<file path="src/rtl/dvfs_pkg.sv">
// Shared DVFS types and widths, used by the OPP selector and the transition sequencer.
package dvfs_pkg;

    localparam int unsigned OPP_W  = 3;
    localparam int unsigned FREQ_W = 32;
    localparam int unsigned VOLT_W = 16;

    typedef enum logic [2:0] {
        StIdle,
        StVUp,
        StVSettle,
        StFChg,
        StVDown,
        StDone
    } seq_state_t;

    typedef struct packed {
        logic [OPP_W-1:0]  opp;
        logic [FREQ_W-1:0] freq;
        logic [VOLT_W-1:0] volt;
    } opp_t;

endpackage

</file>
<file path="src/rtl/dvfs_seq_timer.sv">
// Loadable down-counter; expired is high during the last counted cycle.
module dvfs_seq_timer #(
    parameter int unsigned CNT_W = 12
) (
    input  logic             clk,
    input  logic             rst_n,
    input  logic             load,
    input  logic [CNT_W-1:0] load_val,
    output logic             expired
);

    logic [CNT_W-1:0] cnt_q;

    always_ff @(posedge clk or negedge rst_n) begin
        if (!rst_n) begin
            cnt_q <= '0;
        end else if (load) begin
            cnt_q <= load_val;
        end else if (cnt_q != '0) begin
            cnt_q <= cnt_q - 1'b1;
        end
    end

    assign expired = (cnt_q == CNT_W'(1));

endmodule

</file>
<file path="src/rtl/dvfs_transition_sequencer.sv">
// Orders regulator and PLL handshakes for an OPP change: volts up before freq up,
// freq down before volts down; gates the core clock while the PLL relocks.
module dvfs_transition_sequencer
    import dvfs_pkg::*;
#(
    parameter int unsigned       SETTLE_CYC  = 32,
    parameter int unsigned       TIMEOUT_CYC = 2048,
    parameter logic [OPP_W-1:0]  RST_OPP     = 3'd0,
    parameter logic [FREQ_W-1:0] RST_FREQ    = 32'd100_000_000,
    parameter logic [VOLT_W-1:0] RST_VOLT    = 16'd700
) (
    input  logic              clk,
    input  logic              rst_n,
    input  logic [OPP_W-1:0]  req_opp,
    input  logic [FREQ_W-1:0] req_freq,
    input  logic [VOLT_W-1:0] req_volt,
    output logic              vreg_req,
    output logic [VOLT_W-1:0] vreg_target,
    input  logic              vreg_ack,
    output logic              pll_req,
    output logic [FREQ_W-1:0] pll_freq,
    input  logic              pll_lock,
    output logic              clk_en,
    output logic [OPP_W-1:0]  cur_opp,
    output logic              busy,
    output logic              done,
    output logic              fault,
    input  logic              fault_clr
);

    localparam int unsigned MAX_CYC = (SETTLE_CYC > TIMEOUT_CYC) ? SETTLE_CYC : TIMEOUT_CYC;
    localparam int unsigned CNT_W   = $clog2(MAX_CYC) + 1;

    seq_state_t        state_q, state_d;
    opp_t              tgt_q, tgt_d;
    logic              start, timeout_hit, entering;
    logic              tmr_load, tmr_expired;
    logic [CNT_W-1:0]  tmr_val;

    logic              vreg_req_q, pll_req_q, clk_en_q, busy_q, done_q, fault_q;
    logic [VOLT_W-1:0] vreg_target_q;
    logic [FREQ_W-1:0] pll_freq_q;
    logic [OPP_W-1:0]  cur_opp_q;

    dvfs_seq_timer #(
        .CNT_W(CNT_W)
    ) u_timer (
        .clk     (clk),
        .rst_n   (rst_n),
        .load    (tmr_load),
        .load_val(tmr_val),
        .expired (tmr_expired)
    );

    // A pending fault_clr wins over a new request for this cycle.
    assign start = (state_q == StIdle) && !fault_q && !fault_clr && (req_opp != cur_opp_q);

    always_comb begin
        state_d     = state_q;
        tgt_d       = tgt_q;
        timeout_hit = 1'b0;
        tmr_load    = 1'b0;
        tmr_val     = CNT_W'(TIMEOUT_CYC);
        if (start) begin
            tgt_d = '{opp: req_opp, freq: req_freq, volt: req_volt};
        end
        unique case (state_q)
            StIdle: begin
                if (start) begin
                    if (req_volt > vreg_target_q)     state_d = StVUp;
                    else if (req_freq != pll_freq_q)  state_d = StFChg;
                    else if (req_volt < vreg_target_q) state_d = StVDown;
                    else                               state_d = StDone;
                end
            end
            StVUp: begin
                if (vreg_ack)         state_d = StVSettle;
                else if (tmr_expired) timeout_hit = 1'b1;
            end
            StVSettle: begin
                if (tmr_expired) state_d = (tgt_q.freq != pll_freq_q) ? StFChg : StDone;
            end
            StFChg: begin
                if (pll_lock)         state_d = (tgt_q.volt < vreg_target_q) ? StVDown : StDone;
                else if (tmr_expired) timeout_hit = 1'b1;
            end
            StVDown: begin
                if (vreg_ack)         state_d = StDone;
                else if (tmr_expired) timeout_hit = 1'b1;
            end
            StDone:  state_d = StIdle;
            default: state_d = StIdle;
        endcase
        if (timeout_hit) state_d = StIdle;

        entering = (state_d != state_q);
        if (entering && (state_d inside {StVUp, StFChg, StVDown})) tmr_load = 1'b1;
        if (entering && (state_d == StVSettle)) begin
            tmr_load = 1'b1;
            tmr_val  = CNT_W'(SETTLE_CYC);
        end
    end

    always_ff @(posedge clk or negedge rst_n) begin
        if (!rst_n) begin
            state_q       <= StIdle;
            tgt_q         <= '{opp: RST_OPP, freq: RST_FREQ, volt: RST_VOLT};
            vreg_req_q    <= 1'b0;
            pll_req_q     <= 1'b0;
            clk_en_q      <= 1'b1;
            busy_q        <= 1'b0;
            done_q        <= 1'b0;
            fault_q       <= 1'b0;
            vreg_target_q <= RST_VOLT;
            pll_freq_q    <= RST_FREQ;
            cur_opp_q     <= RST_OPP;
        end else begin
            state_q <= state_d;
            tgt_q   <= tgt_d;
            busy_q  <= (state_d != StIdle);
            done_q  <= (state_d == StDone);
            if (fault_clr && state_q == StIdle) fault_q <= 1'b0;
            if (timeout_hit)                    fault_q <= 1'b1;
            // Release handshakes on leaving a state; entry assignments below override.
            if (entering) begin
                if (state_q == StVUp || state_q == StVDown) vreg_req_q <= 1'b0;
                if (state_q == StFChg) begin
                    pll_req_q <= 1'b0;
                    clk_en_q  <= 1'b1;
                end
                unique case (state_d)
                    StVUp, StVDown: begin
                        vreg_target_q <= tgt_d.volt;
                        vreg_req_q    <= 1'b1;
                    end
                    StFChg: begin
                        pll_freq_q <= tgt_d.freq;
                        pll_req_q  <= 1'b1;
                        clk_en_q   <= 1'b0;
                    end
                    StDone:  cur_opp_q <= tgt_d.opp;
                    default: ;
                endcase
            end
        end
    end

    assign vreg_req    = vreg_req_q;
    assign vreg_target = vreg_target_q;
    assign pll_req     = pll_req_q;
    assign pll_freq    = pll_freq_q;
    assign clk_en      = clk_en_q;
    assign cur_opp     = cur_opp_q;
    assign busy        = busy_q;
    assign done        = done_q;
    assign fault       = fault_q;

endmodule

</file>
<file path="config.mk">
export PLATFORM = sky130hd
export DESIGN_NAME = dvfs_transition_sequencer
export DESIGN_NICKNAME = d
export VERILOG_FILES = /design/src/rtl/dvfs_pkg.sv /design/src/rtl/dvfs_seq_timer.sv /design/src/rtl/dvfs_transition_sequencer.sv
export SDC_FILE = /design/constraint.sdc
export NUM_CORES = 1
export LEC_CHECK = 0
export ABC_AREA = 1
export ABC_CLOCK_PERIOD_IN_PS = 4500
export CORE_UTILIZATION = 40
export DETAILED_ROUTE_END_ITERATION = 8
export SYNTH_ARGS = -nofsm -noshare
export SYNTH_HDL_FRONTEND = slang
export SYNTH_HIERARCHICAL = 1
export SYNTH_SLANG_ARGS = --single-unit
</file>
<file path="constraint.sdc">
create_clock -name clk -period 4.5 [get_ports clk]
set_input_delay 0.9 -clock clk [delete_from_list [all_inputs] [get_ports clk]]
set_output_delay 0.9 -clock clk [all_outputs]
set_load 0.02 [all_outputs]
</file>
# Word-level counts from Yosys, hierarchy flattened

Cells that the tools add are included.

Divide/modulo/power cells: 0
Order comparisons: 3
Reductions and logical operators: 24
Add/sub/neg operators: 1
Bitwise gates (word level): 0
Eq/ne operators: 14
Shift-type cells: 0
Muxes and demuxes: 30
Multipliers: 0

Operators with widths:

| cell                                                  | number |
|---|---|
| != test 32 bit                                        | 2 |
| two-way mux 51 bit                                    | 1 |
| two-way mux 12 bit                                    | 3 |
| less-than comparator 16 bit                           | 2 |
| two-way mux 3 bit                                     | 9 |
| greater-than comparator 16 bit                        | 1 |
| two-way mux 1 bit                                     | 15 |
| one-hot mux 3 bit (5 select lines)                    | 1 |
| equality test 12 x 1 -> 1 bit (second input constant) | 1 |
| equality test 3 x 2 -> 1 bit (second input constant)  | 4 |
| nonzero test 12 bit                                   | 1 |
| subtractor 12 x 1 -> 12 bit (second input constant)   | 1 |
| AND reduction 2 bit                                   | 5 |
| equality test 3 bit (second input constant)           | 3 |
| nonzero test 2 bit                                    | 4 |
| equality test 3 x 1 -> 1 bit (second input constant)  | 2 |
| logical AND 1 bit                                     | 6 |
| != test 3 bit                                         | 2 |
| nonzero test 3 bit                                    | 2 |
| OR reduction 2 bit                                    | 2 |
| logical NOT 3 bit                                     | 1 |
| logical NOT 1 bit                                     | 2 |
| one-hot mux 1 bit (2 select lines)                    | 1 |
| logical OR 1 bit                                      | 1 |

RAM bits: 0
Output and inout bits: 57
Latch bits: 0
Bits of input ports: 56
Bits in read-only memories: 0
Memories kept: 0
Register bits: 123

# Logic depth before layout (Yosys ltp)

Gate-level depths: netlist (run 1).

Depth after elaboration: 13
Mapped depth: 30
Depth with buffers taken out: 29

# By module

The synthesis (run 1) kept the hierarchy.

By module, submodules not included:

| module                    | cells an instance | instances | area each (um^2) |
|---|---|---|---|
| dvfs_transition_sequencer | 875               | 1         | 6476.2 |
| dvfs_seq_timer            | 129               | 1         | 885.8 |

# Worst setup path before layout (run 1)

OpenSTA, ideal clock, no wires.

Path type: input -> register
Start: input req_volt[9]
End: register u_timer.cnt_q[0]
Library setup time: 0.117 ns
Cell stages on the path: 24
Slack: 1.209 ns
Data arrival time: 3.174 ns
Path buffers: 1
Path through: ha_1 nand2_1 inv_1 o21ai_0 nand2_1 nand2_1 nand2_1 inv_1 nand2_1 nand2_1 nand3_1 nand3_2 nand2_1 nand3_1 nand2_2 nand2_4 buf_6 nand3_1 inv_2 nand2_1 nor2_4 nand3_2 o21ai_1 inv_1

Word-level cells in the longest chain between the ends: 13
Elaborated cells on any way between the ends: 20
Classes of those cells: 2 x order compare; 5 x eq/ne; 9 x mux; 4 x reduce/logical

RTL lines:

| what                                                     | RTL line                        | RTL |
|---|---|---|
| start, declared                                          | dvfs_transition_sequencer.sv:16 | `input logic [VOLT_W-1:0] req_volt,` |
| less-than comparator 16 bit                              | dvfs_transition_sequencer.sv:72 | `else if (req_volt < vreg_target_q) state_d = StVDown;` |
| two-way mux 1 bit                                        | dvfs_transition_sequencer.sv:72 |  |
| two-way mux 3 bit                                        | dvfs_transition_sequencer.sv:71 | `else if (req_freq != pll_freq_q) state_d = StFChg;` |
| two-way mux 3 bit (*)                                    | dvfs_transition_sequencer.sv:70 | `if (req_volt > vreg_target_q) state_d = StVUp;` |
| two-way mux 3 bit (*)                                    | dvfs_transition_sequencer.sv:69 | `if (start) begin` |
| one-hot mux 3 bit (5 select lines) (*)                   | dvfs_transition_sequencer.sv:67 | `unique case (state_q)` |
| two-way mux 3 bit (*)                                    | dvfs_transition_sequencer.sv:94 | `if (timeout_hit) state_d = StIdle;` |
| equality test 3 x 1 -> 1 bit (tied with other cells)     | dvfs_transition_sequencer.sv:97 | `if (entering && (state_d inside {StVUp, StFChg, StVDown})) tmr_load = 1'b1;` |
| nonzero test 3 bit                                       | dvfs_transition_sequencer.sv:97 |  |
| logical AND 1 bit                                        | dvfs_transition_sequencer.sv:97 |  |
| two-way mux 1 bit                                        | dvfs_transition_sequencer.sv:97 |  |
| two-way mux 1 bit (*)                                    | dvfs_transition_sequencer.sv:98 | `if (entering && (state_d == StVSettle)) begin` |
| net tmr_load                                             | dvfs_transition_sequencer.sv:37 | `logic tmr_load, tmr_expired;` |
| two-way mux 12 bit or nonzero test 2 bit (tied branches) | n/a                             |  |
| end signal, assigned                                     | dvfs_seq_timer.sv:18            | `cnt_q <= load_val;` |
| end signal, assigned                                     | dvfs_seq_timer.sv:20            | `cnt_q <= cnt_q - 1'b1;` |
| end, declared                                            | dvfs_seq_timer.sv:12            | `logic [CNT_W-1:0] cnt_q;` |

Mark *: on every way through the listed nets, which the timed path passes. The rest lies on a longest branch.
A chain may end at the register's enable or synchronous reset.

# Final worst setup path (run 1)

Start: input req_volt[13]
End: register u_timer.cnt_q[0]

The elaborated chain is that of the path after synthesis.

==> flow_summary.toml, run 1 <==
[synthesis]
syn_inst = 1004
yosysTopAreaCell = "dfrtp_1"
synth_edf_count = 0
synthDistinctLibCells = 34
synth_area_sq_um = 7360
yosysSeqAreaShare = 0.424
synth_top_cell_area_share = 0.292
synth_seq_cells = 123
synth_area_per_cell_sq_um = 7.33
synthTopCellsByArea = "dfrtp_1, nand2_1, dfstp_2, inv_1, ha_1"
synth_flop_cell = "dfrtp_1"
async_reset_ff_frac = 1.00
ys_warn_count = 6

[sta]
slew_headroom = 0.417
finalSetupViolCount = 0
finalCritPeriodShare = 0.797
clock.fmax_ghz = 0.279
hold_viol_final = 0
timing.final.ws_setup_ps = 914
tns_ps = 0
fin_skew_ps = 8.79
drv_slew = 0
holdWs_ps = 470
tightest_slew_ps = 875
rsz0062_at_grt = "false"
period_needed_ps = 3590

[global_route]
grt_max_degree = 69
grt_pass1_wl_mm = 30.3
antenna_found_initial = 0
grt_use_total = 0.210
overflow = 0
grt_pass1_vias = 6222

[finish]
drive_gt1_frac = 0.0954
nets = 1220
diodes = 0
layout_common_cells = "nand2_1, inv_1, clkdlybuf4s50_1, dfrtp_1, nand3_1"
syn2layout_area_growth_pct = 26.7
final_common_cell = "nand2_1"
stdcell_count = 1372

[route]
drt_iter0_markers = 316
drt-total-wl_mm = 18.5
wl_per_cell_microns = 13.5
drc = 0
ant_nets = 0
drt-pass1-iter-count = 7
vias_per_cell = 4.65
vias = 6374

[critical_path]
endpoint_kind = "register"
reg2regPathDepth = 23
worstSetupEndpoint = "u_timer/cnt_q[0]"
worstPathArrival_ps = 3900
required_ps = 4820
r2r_end = "u_timer/cnt_q[0]"
timing.critical_path.from = "req_volt[13]"
path_class = "input port to register"
reg2reg_slack_ps = 1250
cp-start-kind = "input port"
r2r-start = "vreg_target[7]"
timing.critical_path.fanout_max = 20

[power]
p_leak_nw = 4.69
total_power_mw = 7.21
powerDensity_nw_per_um2 = 773
peakVddDrop_uv = 354

[die]
die_y_microns = 138
row_count = 49
ios = 113
start_util = 0.408
core_area_sq_um = 18000
die_area_sq_um = 19000
die_w_microns = 138

[clock_tree]
clk_path_buf_depth = 2
ctsResizeCount = 0
cts_tree = "yes"
cts.sinks = 123
postCtsHoldBufs = 0
numCtsBuffers = 17
cts_max_level = 4
clk_pin_slew_ps = 60
cts_root_buf = "clkbuf_16"
clock_latency_ps = 420
cts_setup_buffers = 0

[placement]
hpwl_mm = 12.8
gp_congestion = 0.854
post-place-ws_ps = 449
dp.cells = 1340
io_buffers = 112

[worst_hold_path]
hp-class = "register to register"

[run_status]
outcome = "finished, final reports clean"

[flow_run]
maxCapViolCount = 0
-- power breakdown --
part	total, mW	leakage [nW]	internal, mW	switching (mW)
clock	1.39	0.288	0.889	0.497
sequential	2.17	1.46	1.72	0.453
combinational	3.65	2.95	1.40	2.24
total	7.21	4.69	4.01	3.19
-- per-layer routing --
layer,share of wire,up-vias,global-route usage
li1,-,3337,-
met1,0.48,2920,0.277
met2,0.47,104,0.339
met3,0.046,13,0.0589
met4,0.0090,0,0.0507
met5,0,-,0
-- how the worst min path moves through the flow --
| stage | cells after the start | from | slack, ps | end |
|---|---|---|---|---|
| 2_1_floorplan | 2 | tgt_q[48] | 440 | tgt_q[48] |
| 3_3_place_gp | 2 | tgt_q[48] | 460 | tgt_q[48] |
| 3_5_place_dp | 2 | vreg_target[9] | 470 | vreg_target[9] |
| 4_1_cts | 2 | vreg_target[9] | 470 | vreg_target[9] |
| 5_1_grt | 2 | tgt_q[50] | 500 | tgt_q[50] |
| 6_report | 2 | vreg_target[9] | 470 | vreg_target[9] |
-- Yosys cell counts (4+ instances only) --
library cell  number
nor3_1             4
xnor2_1           37
nand2_1          402
buf_4              7
nor2_2             4
nand2_4            5
nand3_1           79
nand4_1            6
clkbuf_1           9
o21ai_0           31
nor2_1            72
ha_1              34
xor2_1             9
buf_6              4
inv_2              8
buf_2              5
nor2_4             5
dfrtp_1           86
o21ai_1            9
dfstp_2           37
a21oi_1           16
nand2_2            4
inv_1            117
-- worst max-delay path: stages --
cell,delay (ps)
clkdlybuf4s50_1,450
ha_1,320
nand4_1,110
nor2_1,220
nand2_1,80
nand2_1,80
nand2_1,70
nand3_1,70
nand2_1,70
nand2_1,100
nor2_1,50
nor2_1,160
nand2_4,210
nand2_4,110
nand3_1,180
inv_2,100
nand2_1,80
nor2_4,130
nand3_2,180
o21ai_1,170
inv_1,50
-- sequential cells by signal, summed over array words and instances, names as in the netlist --
name	flops
vreg_target	16
tgt_q	51
fault	1
u_timer/cnt_q	12
vreg_req	1
state_q	3
clk_en	1
busy	1
done	1
cur_opp	3
pll_req	1
pll_freq	32
-- area by class of cell --
| type | instances | area [sq um] |
|---|---|---|
| fill | 1770 | 8700 |
| multi-input combinational | 740 | 3650 |
| sequential | 123 | 3120 |
| timing repair buffer | 123 | 1200 |
| clock buffer | 25 | 507 |
| inverter | 125 | 469 |
| tap | 229 | 287 |
| clock inverter | 7 | 90.1 |
-- through the flow --
step	util	instance area (sq um)
5_1_grt	0.517	9330
3_5_place_dp	0.484	8730
2_1_floorplan	-	7400
3_3_place_gp	0.484	8730
4_1_cts	0.517	9330
6_report	0.517	9330
-- cell families after synthesis --
family                   count (synthesis)  synth area share
AND/OR/NAND/NOR                        587             0.333
AO/OA/AOI/OAI                           63            0.0449
other                                    1          0.000509
adder cells (fa/ha/maj)                 34            0.0578
XOR/XNOR                                46            0.0547
buffers and inverters                  150            0.0850
flip-flops                             123             0.424
Power figures use the tool's default switching activity.
==> run 2: changes to the inputs <==
Settings changed: ABC_CLOCK_PERIOD_IN_PS 4500 to 3700.
Clock period 4.5 ns to 3.7 ns, I/O delays scaled along.
==> run 2 against run 1 <==
Against the previous run:
- sequential share of layout area down 0.27 points
- largest cell class unchanged
- worst setup slack worse by 410 ps
- combinational power up 23%
- via count hardly changed
- critical endpoint unchanged
==> flow_summary.toml, run 2 (same netlist as run 1, synthesis figures left out) <==
[run_status]
outcome = "finished, final reports clean"

[clock_tree]
cts_root_buf = "clkbuf_16"
clk_path_buf_depth = 2
numCtsBuffers = 17
cts_tree = "yes"
cts.sinks = 123
cts_max_level = 4
ctsResizeCount = 0
postCtsHoldBufs = 0
clk_pin_slew_ps = 60
cts_setup_buffers = 0
clock_latency_ps = 410

[finish]
layout_common_cells = "nand2_1, inv_1, clkdlybuf4s50_1, dfrtp_1, nand3_1"
final_util = 0.522
final_common_cell = "nand2_1"
nets = 1222
diodes = 0
largest-register = "tgt_q"
drive_gt1_frac = 0.100
stdcell_count = 1374
fin_area_sq_um = 9400
largest_reg_flops = 51
syn2layout_area_growth_pct = 27.7

[power]
peakVddDrop_uv = 515
combPwrFrac = 0.504
swShare = 0.436
intPower_mw = 5.03
clkPwrFrac = 0.201
p_leak_nw = 4.73
powerDensity_nw_per_um2 = 949
seqPwrFrac = 0.295
switchingPower_mw = 3.89
total_power_mw = 8.92

[sta]
period_needed_ps = 3200
clock.fmax_ghz = 0.313
finalCritPeriodShare = 0.864
finalSetupViolCount = 0
slew_headroom = 0.526
drv_slew = 0
holdWs_ps = 356
tightest_slew_ps = 712
rsz0062_at_grt = "false"
timing.final.ws_setup_ps = 502
fin_skew_ps = 8.75
tns_ps = 0
hold_viol_final = 0

[critical_path]
endpoint_kind = "register"
reg2reg_slack_ps = 690
cp-start-kind = "input port"
timing.critical_path.fanout_max = 9
required_ps = 4010
path_class = "input port to register"
worstPathArrival_ps = 3500

[route]
vias = 6379
drc = 0
drt-met1-wl_mm = 8.60
met2_wirelength_mm = 8.51
vias_per_cell = 4.64
drt-total-wl_mm = 18.2
wl_per_cell_microns = 13.2
drt_iter0_markers = 317
dr_wl_met3_microns = 945
drt-pass1-iter-count = 4
top_layer = "met4"
ant_nets = 0

[placement]
dpl-instance-area_sq_um = 8760
io_buffers = 112
hpwl_mm = 12.8
dp.cells = 1342
post-place-ws_ps = 68.7
gp_congestion = 0.848

[die]
row_count = 49
core_area_sq_um = 18000
die_y_microns = 138
ios = 113
start_util = 0.408
die_w_microns = 138
die_area_sq_um = 19000

[global_route]
antenna_found_initial = 0
overflow = 0
grt_pass1_vias = 6255
grt_use_total = 0.209
grt_pass1_wl_mm = 30.4
grt_max_degree = 69

[flow_run]
maxCapViolCount = 0

[worst_hold_path]
hp-class = "input port to asynchronous set/reset pin"
[run 2: worst max-delay path, stage by stage]
cell	delay, ps
clkdlybuf4s50_1	430
ha_1	340
nand4_1	130
nor2_1	210
nand2_1	80
nand2_1	80
nand2_1	80
nand3_1	70
nand2_1	60
nand2_1	90
nor2_1	50
nor2_1	170
nand2_4	100
nand2_4	70
nand3_1	110
inv_2	80
nand2_1	80
nor2_4	130
nand3_2	190
o21ai_1	180
inv_1	50
[run 2: layout make-up]
type / count / area, sq um
inverters: 125 / 469
fillers: 1790 / 8620
flip-flops and latches: 123 / 3120
clock buffers: 21 / 480
multi-input cells: 740 / 3650
repair buffers: 125 / 1230
clock inverters: 11 / 165
well taps: 229 / 287
[run 2: final timing paths]
check                               start  cells after the start                to
max reg2reg                vreg_target[5]                     22  u_timer/cnt_q[0]
min                                 rst_n                      1         tgt_q[44]
max in group asynchronous           rst_n                      2         tgt_q[42]
min reg2reg                vreg_target[2]                      2    vreg_target[2]
min in group clk           vreg_target[2]                      2    vreg_target[2]
max                          req_volt[15]                     21  u_timer/cnt_q[0]
[run 2: layer usage]
metal	vias to the layer above	global-route usage
met1	2912	0.275
met4	0	0.0525
met2	109	0.342
met3	12	0.0526
met5	-	0
li1	3346	-
[run 2: power groups by stage]
stage	clock (mW)	combinational [mW]	sequential, mW
2_1_floorplan	0	2.93	2.83
3_3_place_gp	0	4.47	2.64
3_5_place_dp	0	4.52	2.65
4_1_cts	1.83	4.56	2.64
5_1_grt	1.89	5.13	2.73
6_report	1.80	4.49	2.63
